==> src/rtl/counter_sequencer.sv <==
// Single-clock sequencer for the mod-N 7-segment counter: button step/pause, prescaled auto-count, count register.
// Define CNT_DEBOUNCE_EN to insert a DEBOUNCE_CYCLES debounce filter after the button synchronizer.
module counter_sequencer #(
    parameter int unsigned WIDTH           = 4,
    parameter int unsigned PRESCALE        = 50000000,
    parameter int unsigned DEBOUNCE_CYCLES = 1000000
) (
    input  logic             clk,
    input  logic             reset,
    input  logic             btn_step,
    input  logic             run_sw,
    input  logic             up_down,
    input  logic             load,
    input  logic [WIDTH-1:0] load_val,
    input  logic [WIDTH-1:0] max_val,
    output logic [WIDTH-1:0] count,
    output logic             wrap,
    output logic             tick,
    output logic [1:0]       state
);

    typedef enum logic [1:0] {
        S_MANUAL = 2'b00,
        S_AUTO   = 2'b01,
        S_PAUSE  = 2'b10
    } state_t;

    localparam int unsigned   PW            = (PRESCALE > 1) ? $clog2(PRESCALE) : 1;
    localparam logic [PW-1:0] PRESCALE_LAST = PW'(PRESCALE - 1);

    state_t           state_q, state_d;
    logic [PW-1:0]    presc_q, presc_d;
    logic [WIDTH-1:0] count_d;
    logic             wrap_d;
    logic             advance;
    logic             sync1, sync2;
    logic             btn_level, edge_ref, step_p;

    always_ff @(posedge clk or posedge reset) begin
        if (reset) begin
            sync1 <= 1'b0;
            sync2 <= 1'b0;
        end else begin
            sync1 <= btn_step;
            sync2 <= sync1;
        end
    end

`ifdef CNT_DEBOUNCE_EN
    localparam int unsigned   DW       = (DEBOUNCE_CYCLES > 1) ? $clog2(DEBOUNCE_CYCLES) : 1;
    localparam logic [DW-1:0] DEB_LAST = DW'(DEBOUNCE_CYCLES - 1);

    logic [DW-1:0] deb_cnt;
    logic          deb_level;

    // Counter restarts whenever the synchronized level agrees with the filtered one.
    always_ff @(posedge clk or posedge reset) begin
        if (reset) begin
            deb_cnt   <= '0;
            deb_level <= 1'b0;
        end else if (sync2 == deb_level) begin
            deb_cnt <= '0;
        end else if (deb_cnt == DEB_LAST) begin
            deb_cnt   <= '0;
            deb_level <= sync2;
        end else begin
            deb_cnt <= deb_cnt + DW'(1);
        end
    end

    assign btn_level = deb_level;
`else
    localparam int unsigned unused_debounce_cycles = DEBOUNCE_CYCLES;

    assign btn_level = sync2;
`endif

    always_ff @(posedge clk or posedge reset) begin
        if (reset) begin
            edge_ref <= 1'b0;
        end else begin
            edge_ref <= btn_level;
        end
    end

    assign step_p = btn_level & ~edge_ref;

    always_ff @(posedge clk or posedge reset) begin
        if (reset) begin
            state_q <= S_MANUAL;
            presc_q <= '0;
        end else begin
            state_q <= state_d;
            presc_q <= presc_d;
        end
    end

    always_comb begin
        state_d = state_q;
        advance = 1'b0;
        tick    = 1'b0;
        presc_d = '0;
        case (state_q)
            S_MANUAL: begin
                advance = step_p;
                if (run_sw) begin
                    state_d = S_AUTO;
                end
            end
            S_AUTO: begin
                tick    = (presc_q == PRESCALE_LAST);
                advance = tick;
                if (!run_sw) begin
                    state_d = S_MANUAL;
                end else if (step_p) begin
                    state_d = S_PAUSE;
                end
            end
            S_PAUSE: begin
                if (!run_sw) begin
                    state_d = S_MANUAL;
                end else if (step_p) begin
                    state_d = S_AUTO;
                end
            end
            default: state_d = S_MANUAL;
        endcase
        // Prescaler only runs while staying in auto, so every entry into auto restarts from 0.
        if (state_q == S_AUTO && state_d == S_AUTO && !tick) begin
            presc_d = presc_q + PW'(1);
        end
    end

    always_comb begin
        count_d = count;
        wrap_d  = 1'b0;
        if (load) begin
            count_d = (load_val > max_val) ? max_val : load_val;
        end else if (advance) begin
            if (up_down) begin
                if (count >= max_val) begin
                    count_d = '0;
                    wrap_d  = 1'b1;
                end else begin
                    count_d = count + WIDTH'(1);
                end
            end else if (count == '0 || count > max_val) begin
                count_d = max_val;
                wrap_d  = 1'b1;
            end else begin
                count_d = count - WIDTH'(1);
            end
        end
    end

    always_ff @(posedge clk or posedge reset) begin
        if (reset) begin
            count <= '0;
            wrap  <= 1'b0;
        end else begin
            count <= count_d;
            wrap  <= wrap_d;
        end
    end

    assign state = state_q;

endmodule

==> config.mk <==
export PLATFORM = sky130hd
export DESIGN_NAME = counter_sequencer
export DESIGN_NICKNAME = d
export VERILOG_FILES = /design/src/rtl/counter_sequencer.sv
export SDC_FILE = /design/constraint.sdc
export NUM_CORES = 1
export LEC_CHECK = 0
export BUFFER_PORTS_ARGS = -buffer_cell sky130_fd_sc_hd__buf_2
export CORE_UTILIZATION = 35
export CTS_BUF_LIST = sky130_fd_sc_hd__clkbuf_2
export CTS_CLUSTER_DIAMETER = 40
export DETAILED_ROUTE_END_ITERATION = 8
export PLACE_DENSITY = 0.58
export RECOVER_POWER = 25
export SYNTH_ARGS = -nofsm -noshare
export SYNTH_HDL_FRONTEND = slang
export SYNTH_SLANG_ARGS = --single-unit
==> constraint.sdc <==
create_clock -name clk -period 1.7 [get_ports clk]
set_input_delay 0.085 -clock clk [delete_from_list [all_inputs] [get_ports clk]]
set_output_delay 0.085 -clock clk [all_outputs]
set_load 0.01 [all_outputs]
# Yosys cells after proc, flatten, opt, wreduce, memory -nomap -nowiden
# Index checks and enable logic that the tools add are counted.
[totals] register_bits=36 elab_cells=46 output_inout_bits=8 inputBits=14
[classes] n_bitwise=2 muxes=20 n_reduce_logical=7 n_eq_ne=4 n_lt_le_gt_ge=3 n_addsub=3
[ops] cell="26-bit by 1-bit adder with 26-bit output (second input constant)" n=1
[ops] cell="26-bit equality test (second input constant)" n=1
[ops] cell="26-bit 2-to-1 mux" n=1
[ops] cell="4-bit 2-to-1 mux" n=6
[ops] cell="2-bit 2-to-1 mux" n=5
[ops] cell="4-bit greater-than comparator" n=2
[ops] cell="1-bit 2-to-1 mux" n=6
[ops] cell="2-bit case mux with 3 select lines" n=1
[ops] cell="4-bit by 1-bit adder with 4-bit output (second input constant)" n=1
[ops] cell="2-bit by 1-bit equality test with 1-bit output (second input constant)" n=2
[ops] cell="4-bit greater-or-equal comparator" n=1
[ops] cell="4-bit zero test" n=1
[ops] cell="4-bit by 1-bit subtractor with 4-bit output (second input constant)" n=1
[ops] cell="2-bit equality test (second input constant)" n=1
[ops] cell="1-bit logical AND" n=2
[ops] cell="2-bit zero test" n=1
[ops] cell="1-bit case mux with 2 select lines" n=1
[ops] cell="2-bit nonzero test" n=1
[ops] cell="1-bit AND" n=1
[ops] cell="1-bit zero test" n=1
[ops] cell="1-bit logical OR" n=1
[ops] cell="1-bit NOT" n=1

# Logic depth before layout (Yosys ltp)
[logic_depth] ltp_word=9 mapped_depth=7 depth_no_buf=7

# Least setup slack after synthesis
# Ideal clock, no wire load.
[synth_path] path_type="register to register" from="register count[0]" to="register count[3]" path_buffers=0 setup_time_ns=0.082 slack_ns=-0.205 arrival_ns=1.823 required_ns=1.618 path_stages_with_launch=8 synth_period_minus_slack_ns=1.905 path_cell_list="dfrtp_1 inv_1 ha_1 nand4_1 a21oi_2 a21oi_1 or3b_1 a31oi_1"
[synth_between] elab_chain_cells=6 word_cells_on_any_way=11 classes_between="2 x add/sub; 2 x order compare; 5 x mux; 2 x reduce/logical"
[synth_lines] item="start, declared" line_no="16" text="output logic [WIDTH-1:0] count,"
[synth_lines] item="start signal, assigned" line_no="161" text="count <= count_d;"
[synth_lines] item="4-bit greater-than comparator or 4-bit zero test (tied branches)" line_no="147" text="end else if (count == '0 || count > max_val) begin"
[synth_lines] item="1-bit logical OR" line_no="147"
[synth_lines] item="4-bit 2-to-1 mux" line_no="147"
[synth_lines] item="4-bit 2-to-1 mux *" line_no="140" text="if (up_down) begin"
[synth_lines] item="4-bit 2-to-1 mux *" line_no="139" text="end else if (advance) begin"
[synth_lines] item="4-bit 2-to-1 mux *" line_no="137" text="if (load) begin"
# Every way passes the cells marked *; elsewhere a longest branch is shown, timed or not. The select of a mux whose other input is x is not followed.
# A chain may end at the register's enable or synchronous reset.

# Worst setup path in the final report
[layout_path] from="register count[1]" to="register count[3]"
# The elaborated chain is that of the path after synthesis.

==> impl_metrics.ini <==
[grt]
grt_pass1_vias = 2033
antenna_found_initial = 0
grt_pass1_wl_um = 9520
grt_usage_pct = 18.9
grt_start_max_net_pins = 37
gr-total-overflow = 0

[die]
die_h_um = 81.7
row_count = 28
coreArea_um2 = 6030
io-pin-count = 22
fp.dieW_um = 81.7
start_util_pct = 36.9
dieArea_um2 = 6670

[logic_synthesis]
synthTopCellsByArea = dfrtp_1, xor2_1, nor2_1
synth.distinct_cells = 43
ys_ff_latch = 36
synth_enable_flop_cells = 0
yosysSeqAreaShare_pct = 40.5
yosysTopAreaCell = dfrtp_1
synth.avg_cell_area_um2 = 9.11
synth.top_cell.area_share_pct = 40.5
synth_nets = 269
ys.flop_type = dfrtp_1
yosys_warnings = 0
synthCells = 244
async_flop_share_pct = 100
synth.cell_area_um2 = 2220

[routing]
dr.max_layer_used = met4
route.detailed.drc = 0
ant_nets = 0
drt_iter0_drc = 91
dr.pass1.iters = 4
wl_met3_um = 194
route.met2.wl_um = 2680
drt-met1-wl_um = 2430
viasPerCell = 5.14
finalWirelength_um = 5430
vias = 2039
drt-wirelength-per-cell_um = 13.7

[min_path]
hold_end = wrap
hold_path_class = input pin to flop
hold_depth = 3
hold_start = up_down

[setup_path]
ff2ff_setup_slack_ps = -240
crit_required_ps = 2030
cp_num_buf_inv = 0
worstPathArrival_ps = 2270
path_class = flop to flop
startpoint = count[1]
cp_slowest_cell = dfrtp_2
crit_path_max_fanout = 3
startpoint_type = flop
end_kind = flop
worstReg2RegEnd = count[3]
r2r-start = count[1]
crit_chain = ha_4 > nand4_1 > a21oi_4 > a21oi_2 > or3b_1 > a31oi_1
reg2reg_depth = 6
max_stage_delay_ps = 480
cp_top_family = simple AND/OR/NAND/NOR gates

[run]
drv_cap = 0

[timing]
rsz0062_at_grt = yes
final_hold_viol_count = 0
achievable-frequency_mhz = 514
skew_ps = 13.8
slew_headroom_pct = 41.7
worstMarginPinSlew_ps = 875
layout_min_cycle_time_ps = 1940
drv_slew = 0
finalSetupViolations = 27
fin_ws_ps = -245
hold-worst-slack_ps = 79.2
finalCritPeriodShare_pct = 114

[power]
vdd_drop_max_uv = 353
power_density_nw_per_um2 = 692
p_leak_uw = 0.00132
finalPower_uw = 2120

[cts]
clkSinkCount = 36
clk_latency_ps = 400
cts_max_level = 2
cts_tree = yes
cts_buffers = 5
cts_root_buf = clkbuf_2
clk_pin_slew_ps = 190
clockBufferDepth = 2

[layout]
layout-drive-gt1-share_pct = 33.9
finalInstanceArea_um2 = 3060
n_fill_cell = 560
diodes = 0
post-route-util_pct = 50.8
syn_to_final_growth_pct = 37.6
seqCellArea_um2 = 905
multi_input_area_um2 = 1410
layout.nets = 346

[placed_design]
io_buffers = 21
dp_slack_ps = -179
dp_hpwl_um = 3980
routabilityCongestion = 0.919
dpl_cell_area_um2 = 2780

[outcome]
status = complete, but fails checks
violations = negative setup slack
==> worst max path at each step <==
stage,end,cells past startpoint,slack (ps)
6_report,count[3],6,-240
5_1_grt,tick,6,-370
4_1_cts,tick,6,-260
3_5_place_dp,count[3],6,-180
3_3_place_gp,count[3],6,-90
2_1_floorplan,count[3],6,-140
==> registers in the layout, summed over array words and instances (netlist names) <==
name and cells:
btn_level 1, count 4, edge_ref 1, presc_q 26
state 2, sync1 1, wrap 1
==> per-layer routing <==
metal / GRT usage, % / vias up
met5: 0 / -
met2: 32.9 / 46
met1: 23.1 / 964
met4: 6.49 / 0
met3: 3.67 / 10
li1: - / 1019
==> logic make-up after synthesis <==
family | share of synthesized area (%)
buffers and inverters | 3.71
multiplexers | 0.450
adder cells (fa/ha/maj) | 6.19
AND/OR/NAND/NOR | 28.1
XOR/XNOR | 10.2
flip-flops | 40.5
AO/OA/AOI/OAI | 10.8
==> power by group <==
group / total [uW] / internal, uW / switching (uW)
combinational: 666 / 324 / 343
clock: 546 / 246 / 301
sequential: 906 / 885 / 20.6
==> per-stage QoR <==
stage | std cells | TNS [ps]
4_1_cts | 397 | -1900
5_1_grt | 397 | -5380
6_report | 397 | -1790
2_1_floorplan | 244 | -265
3_5_place_dp | 383 | -1740
3_3_place_gp | 383 | -1520
==> cells in the mapped netlist (2+ instances only) <==
library cell,number
dfrtp_1,36
xor2_1,17
a21oi_1,7
or3_1,4
ha_1,11
a32o_1,4
nand2_1,19
xnor2_1,9
and3_1,3
nor3_2,2
inv_1,12
nor2b_1,3
nand3_1,15
o21ai_0,10
o21a_1,3
a31oi_1,4
buf_6,2
nor3_1,4
nor2_1,38
nand4_1,12
nor4b_2,3
nor4_1,4
o211ai_1,2
==> tightest hold or removal path, cell delays in order <==
cell and delay, ps:
buf_2 160, nor2_2 180, nor4_4 40
==> repair_timing <==
action                                 in CTS  in global routing
pin swaps                                  12                 13
resized for setup                          20                 11
buffers inserted                            4                  2
endpoints found under the hold margin      41                  0
hold buffers                                4                  0
setup endpoints to repair                  31                 31
==> final cells by class <==
cell class | count | area share (%)
multi-input combinational | 191 | 46.0
sequential | 36 | 29.6
timing repair buffer | 75 | 17.6
tap | 75 | 3.07
inverter | 12 | 1.55
clock inverter | 3 | 1.39
clock buffer | 5 | 0.818
==> cell usage in the layout, fill, tap and decap left out, types with 3 or more instances in the layout <==
master and n:
xor2_1 17, nor3_1 3, a31oi_1 4, buf_4 45, a21oi_1 4, and3_1 3, xnor2_1 9, dlygate4sd3_1 4
or3_1 4, dfrtp_2 3, o21ai_0 10, o21a_1 3, a21oi_2 3, nand4_1 12, nand3_1 14, ha_1 8
clkbuf_2 6, nor2_1 36, buf_6 5, inv_1 11, dfrtp_1 33, ha_4 3, buf_2 20, nand2_1 17
a32o_1 4
(Power assumes the default switching activity.)
